$ cat config.mk
export PLATFORM = sky130hd
export DESIGN_NAME = nibble_packer
export DESIGN_NICKNAME = d
export VERILOG_FILES = /design/src/rtl/nibble_packer.sv
export SDC_FILE = /design/constraint.sdc
export NUM_CORES = 1
export LEC_CHECK = 0
export CAP_MARGIN = 20
export CELL_PAD_IN_SITES_DETAIL_PLACEMENT = 0
export CELL_PAD_IN_SITES_GLOBAL_PLACEMENT = 1
export CORE_MARGIN = 2
export CORE_UTILIZATION = 41
export DETAILED_ROUTE_END_ITERATION = 6
export PLACE_DENSITY = 0.82
export RECOVER_POWER = 100
export SLEW_MARGIN = 20
export SYNTH_ARGS = -nofsm -noshare
export SYNTH_HDL_FRONTEND = slang
export SYNTH_SLANG_ARGS = --single-unit
$ cat constraint.sdc
create_clock -name clk -period 2.3 [get_ports clk]
set_input_delay 0.23 -clock clk [delete_from_list [all_inputs] [get_ports clk]]
set_output_delay 0.23 -clock clk [all_outputs]
set_load 0.05 [all_outputs]
$ cat src/rtl/nibble_packer.sv
// Reassembles an MSB-first stream of 4-bit nibbles into one MSG_SIZE-bit word
// and holds it under a msg_valid/msg_ack handshake until consumed or restarted.
`ifndef MSG_SIZE
`define MSG_SIZE 16
`endif

module nibble_packer #(
  parameter int MSG_SIZE = `MSG_SIZE,
  parameter int NIBBLES  = MSG_SIZE / 4,
  parameter int CNT_W    = $clog2(NIBBLES + 1)
) (
  input  logic                clk,
  input  logic                rst,
  input  logic                start,
  input  logic                nib_valid,
  input  logic [3:0]          nib_in,
  output logic                nib_ready,
  output logic [MSG_SIZE-1:0] msg_out,
  output logic                msg_valid,
  input  logic                msg_ack,
  output logic [CNT_W-1:0]    nib_count
);

  typedef enum logic [1:0] {
    IDLE,
    COLLECT,
    DONE
  } state_t;

  state_t                r_state;
  state_t                w_stateNext;
  logic                  r_nibReady;
  logic                  r_msgValid;
  logic [MSG_SIZE-1:0]   r_msgOut;
  logic [CNT_W-1:0]      r_nibCount;
  // Only the first NIBBLES-1 nibbles ever need holding; the last one is
  // taken straight from nib_in when the word is loaded into msg_out.
  logic [MSG_SIZE-5:0]   r_shiftReg;

  logic                  w_accept;
  logic                  w_lastNib;
  logic [MSG_SIZE-1:0]   w_full;
  logic [MSG_SIZE-5:0]   w_shiftNext;
  logic [CNT_W-1:0]      w_countNext;
  logic                  w_loadMsg;

  assign w_accept  = nib_valid && r_nibReady;
  assign w_lastNib = (r_nibCount == CNT_W'(NIBBLES - 1));
  assign w_full    = {r_shiftReg, nib_in};

  always_ff @(posedge clk) begin
    if (rst) begin
      r_state    <= IDLE;
      r_nibReady <= 1'b0;
      r_msgValid <= 1'b0;
      r_msgOut   <= '0;
      r_nibCount <= '0;
      r_shiftReg <= '0;
    end else begin
      r_state    <= w_stateNext;
      r_nibReady <= (w_stateNext == COLLECT);
      r_msgValid <= (w_stateNext == DONE);
      r_nibCount <= w_countNext;
      r_shiftReg <= w_shiftNext;
      if (w_loadMsg) begin
        r_msgOut <= w_full;
      end
    end
  end

  always_comb begin
    w_stateNext = r_state;
    case (r_state)
      IDLE: begin
        if (start) begin
          w_stateNext = COLLECT;
        end
      end
      COLLECT: begin
        if (!start && w_accept && w_lastNib) begin
          w_stateNext = DONE;
        end
      end
      DONE: begin
        if (start) begin
          w_stateNext = COLLECT;
        end else if (msg_ack) begin
          w_stateNext = IDLE;
        end
      end
      default: w_stateNext = IDLE;
    endcase
  end

  // A start in COLLECT restarts the word, but a nibble accepted on the same
  // edge still counts as the first nibble of the new word.
  always_comb begin
    w_shiftNext = r_shiftReg;
    w_countNext = r_nibCount;
    w_loadMsg   = 1'b0;
    case (r_state)
      IDLE: begin
        if (start) begin
          w_shiftNext = '0;
          w_countNext = '0;
        end
      end
      COLLECT: begin
        if (start) begin
          w_shiftNext = w_accept ? (MSG_SIZE-4)'(nib_in) : '0;
          w_countNext = w_accept ? CNT_W'(1) : '0;
        end else if (w_accept) begin
          w_shiftNext = w_full[MSG_SIZE-5:0];
          w_countNext = r_nibCount + CNT_W'(1);
          w_loadMsg   = w_lastNib;
        end
      end
      DONE: begin
        if (start) begin
          w_shiftNext = '0;
          w_countNext = '0;
        end else if (msg_ack) begin
          w_countNext = '0;
        end
      end
      default: begin
        w_shiftNext = '0;
        w_countNext = '0;
      end
    endcase
  end

  assign nib_ready = r_nibReady;
  assign msg_valid = r_msgValid;
  assign msg_out   = r_msgOut;
  assign nib_count = r_nibCount;

endmodule

# --- Yosys cells after proc, flatten, opt, wreduce, memory -nomap -nowiden ---
# Cells that the tools add are included.
op_classes:
  addsub: 1
  n_eq_ne: 9
  muxes: 20
  reduce_logical: 8
ops:
  columns: ["cell", "count"]
  rows:
  - ["$mux W12", 3]
  - ["$pmux W12 S2", 1]
  - ["$mux W3", 5]
  - ["$pmux W3 S3", 1]
  - ["$mux W2", 4]
  - ["$ne A3 B3 Y1 const B", 2]
  - ["$pmux W2 S3", 1]
  - ["$eq A2 B1 Y1 const B", 2]
  - ["$eq A2 B2 Y1 const B", 2]
  - ["$mux W1", 4]
  - ["$mux W4", 1]
  - ["$add A3 B1 Y3 const B", 1]
  - ["$eq A3 B2 Y1 const B", 1]
  - ["$logic_and A1 B1 Y1", 3]
  - ["$reduce_and A3 Y1", 1]
  - ["$logic_not A2 Y1", 1]
  - ["$ne A2 B1 Y1 const B", 1]
  - ["$ne A2 B2 Y1 const B", 1]
  - ["$reduce_and A2 Y1", 1]
  - ["$reduce_or A2 Y1", 1]
  - ["$logic_not A1 Y1", 1]
word_totals:
  ff_bits: 35
  input_bits: 9
  out_inout_bits: 21
  word_cells: 44

# --- Logic depth before layout (Yosys ltp) ---
depth:
  depth_word: 6
  ltp_mapped: 7
  mapped_depth_nobuf: 5

# --- Worst setup path before layout ---
# No wires, ideal clock.
synth_path:
  kind: "register to register"
  from: "register r_nibCount[1], in the netlist nib_count[1]"
  to: "register r_msgOut[10], in the netlist msg_out[10]"
  setup_ns: 0.070
  arrival_time_ns: 1.685
  setup_slack_ns: 0.545
  path_stages_with_launch: 8
  path_buffers: 2
  period_less_slack_ns: 1.755
  path_cell_list: "dfxtp_1 > ha_1 > ha_1 > and4bb_1 > buf_4 > buf_4 > nand3_1 > a21oi_1"
synth_between:
  elab_chain_cells: 4
synth_lines:
  columns: ["item", "line", "source"]
  rows:
  - ["from (decl)", "35", "logic [CNT_W-1:0] r_nibCount;"]
  - ["from (signal assigned)", "63", "r_nibCount <= w_countNext;"]
  - ["$eq A3 B2 Y1", "48", "assign w_lastNib = (r_nibCount == CNT_W'(NIBBLES - 1));"]
  - ["$mux W1", "112", "end else if (w_accept) begin"]
  - ["$mux W1", "109", "if (start) begin"]
  - ["$mux W1", "101", "case (r_state)"]
  - ["to (signal assigned)", "66", "r_msgOut <= w_full;"]
  - ["to (decl)", "34", "logic [MSG_SIZE-1:0] r_msgOut;"]
# No other way between the ends.
# A chain may end at the register's enable or synchronous reset.

# --- Final worst setup path ---
layout_path:
  from: "input port start"
  to: "register r_shiftReg[6]"
layout_between:
  elab_chain_cells: 2
  word_cells_on_any_way: 5
  classes_between: "eq/ne: 2; mux: 2; reduce/logical: 1"
layout_lines:
  columns: ["item", "line", "source"]
  rows:
  - ["from (decl)", "14", "input logic start,"]
  - ["$mux W12 (tied with other cells)", "109", null]
  - ["$pmux W12 S2 / $reduce_and A2 Y1 (equally long branches)", null, null]
  - ["to (signal assigned)", "64", "r_shiftReg <= w_shiftNext;"]
  - ["to (decl)", "38", "logic [MSG_SIZE-5:0] r_shiftReg;"]
# Several ways; a longest one is shown, not always the timed one.

==> metrics.txt <==
status complete, no violations; routed wl met2 1.64 mm; CORE AREA 3630 sq um; Inserted Clock Buffers 5; total grt overflow 0; CTS root buffer clkbuf_8; Rel. slew slack 37.2%; share of the synthesized area in the top cell type between 40 and 50%; Yosys top cell by area dfxtp_1; Achievable Freq around 550 MHz; DP HPWL ~2.4 mm; via count 1267; DR vias/cell 5.30; most frequent cells in the layout 35 x dfxtp_1, 21 x dlygate4sd3_1, 19 x a21oi_1, 17 x nand3_1, 16 x o21ai_0; maximum vdd drop 0.000314 V; All-Layer GR Usage between 10% and 20%; register area share after synthesis a little under half; Cell Int Power around 0.0011 W; count of unique library cells instantiated by Yosys 27; placed insts 231; Die Ht 65.1 um; syn_area_per_cell 9.27 sq um; CTS tree done; I/O Buffers 29; Clock Path Buffers 2; Synth Area in Compound Gates between 10% and 20%; Setup Viol. Count Final 0; unrepaired setup endpoints after global routing no; met3 wire length 143 um; die area 4230 sq um; row cnt 22; first-pass GRT wire length 5.93 mm; worst min path class reg -> reg; IO Pins 30; Die Wd 65.1 um; Worst Path Required 2.52 ns; slew of the pin with the lowest slew margin 0.940 ns; setup TNS 0 ns; # diodes 0; CTS Sinks 35; post_cts resized 0; Worst Skew slightly below 0.009 ns; GPL Wtd Cong 0.723; clock-pin slew on the worst setup and hold paths approximately 0.070 ns; vias in the first global route 1229; Ys Warns 0; Netlist Area Pre-Place between 1500 and 2000 sq um; post-route minimum period 1.83 ns; Metal-1 WL around 1.5 mm; WS Path Type in -> reg; commonest non-fill, non-tap cell in the layout dfxtp_1; register bit total from synthesis 35; nets 201; Pleak 0.740 nW; highest routing layer actually used met4; maxcap violations 0; Max Transition Viols Final 0; Area contributors post-synth dfxtp_1 46%, mux2i_1 6.5%, a21oi_1 5.9%; largest net degree at the start of global routing 38; syn_nets 176; # DRC 0; drt initial violations 53; sw power roughly 0.00027 W; element type at the critical path end register; pwr/cell area 697 nW/um^2; CTS Hold Bufs 0; Syn Inst Count 165; Layout area overhead 26.7%; clock network fraction of total power between 40% and 50%; number of setup buffers added after CTS 0; largest family of logic cells by synthesized area compound AO/OA/AOI/OAI gates; Worst-Skew Late Latency between 0.2 and 0.3 ns; Simple-Gate Fraction of Synth Area roughly a fifth; wirelength, routed between 3 and 4 mm; mux cell area share after synthesis approximately 7.3%; final non-filler cell total around 240; Net Sw Frac 20.1%; htree depth 2; worst-path maximum fanout 14; fraction of the cycle the final worst path needs 79.7%; data arrival time of the worst path 2.05 ns; Synth Area in Adders 1.64%; Comb pwr share under 10%; final hold violations 0; WL/cell 14.1 um; initial antenna violation count 0; crit path launch type input port; final antenna-violating net count 0; number of detailed-route iterations in the first pass 4; layout cells sized above 1 7.33%; Post-Synth XOR/XNOR Area 0%; Initial Util 42.1%; sequential power share between 40% and 50%
[sequential cells by signal, summed over array words and instances (netlist names)]
register / flops
msg_out: 16
r_shiftReg: 12
nib_count: 3
r_state: 2
msg_valid: 1
nib_ready: 1
[power groups by stage]
stage | sequential [W] | clock, W | combinational, W
after floorplan | 0.000636 | 0 | 0.0000521
after global placement | 0.000632 | 0 | 0.0000825
after detailed placement | 0.000633 | 0 | 0.0000849
after CTS | 0.000619 | 0.000656 | 0.0000851
after global routing | 0.000620 | 0.000683 | 0.0000888
final | 0.000619 | 0.000649 | 0.0000810
[cell type report]
cell class,instances,area [sq um]
clock buffer,6,72.6
clock inverter,2,60.1
fill,359,1700
inverter,5,18.8
multi-input combinational,111,712
sequential,35,701
tap,48,60.1
timing repair buffer,32,313
[cells by family (layout without fill, tap and decap cells)]
group	Yosys count	count (layout)
compound gates	50	50
mux	11	11
simple gates	48	48
buf+inv	19	45
flops	35	35
fa+ha+maj	2	2
[synth_stat cells, drive strengths merged]
cell      n
dfxtp    35
a21oi    19
nand3    17
o21ai    16
nand2b   12
buf      10
mux2i    10
nand2    10
a2111oi   5
inv       5
a31o      4
clkbuf    4
a211oi    3
a21o      3
ha        2
nor2      2
nor2b     2
nor4b     2
and2      1
and4bb    1
mux2      1
nand4bb   1
[routing by layer]
layer  vias up  track usage (%)
met5         -                0
met4         0             7.81
met3         5             4.34
met2        25             30.8
met1       603             22.8
li1        634                -
[stage by stage]
stage	setup WS (ns)	total power [W]	utilization (%)	cell area (sq um)	hold slack (ns)
after floorplan	0.545	0.000688	-	1530	0.365
after global placement	0.390	0.000715	50.0	1820	0.457
after CTS	0.567	0.00136	53.7	1950	0.479
after global routing	0.227	0.00139	53.3	1940	0.500
after detailed placement	0.295	0.000718	50.0	1820	0.469
final	0.467	0.00135	53.3	1940	0.475
[final timing paths]
check,from,cells past startpoint,slack [ns],to
max,start,4,0.47,r_shiftReg[6]
min,msg_out[12],2,0.47,msg_out[12]
max reg2reg,r_state[0],3,0.52,r_shiftReg[6]
min reg2reg,msg_out[12],2,0.47,msg_out[12]
[critical path: stages]
cell	delay [ns]
clkdlybuf4s50_1	0.61
nor4b_2	0.91
nand2_1	0.13
mux2i_1	0.16
No activity file was read; power rests on OpenSTA's default activity.
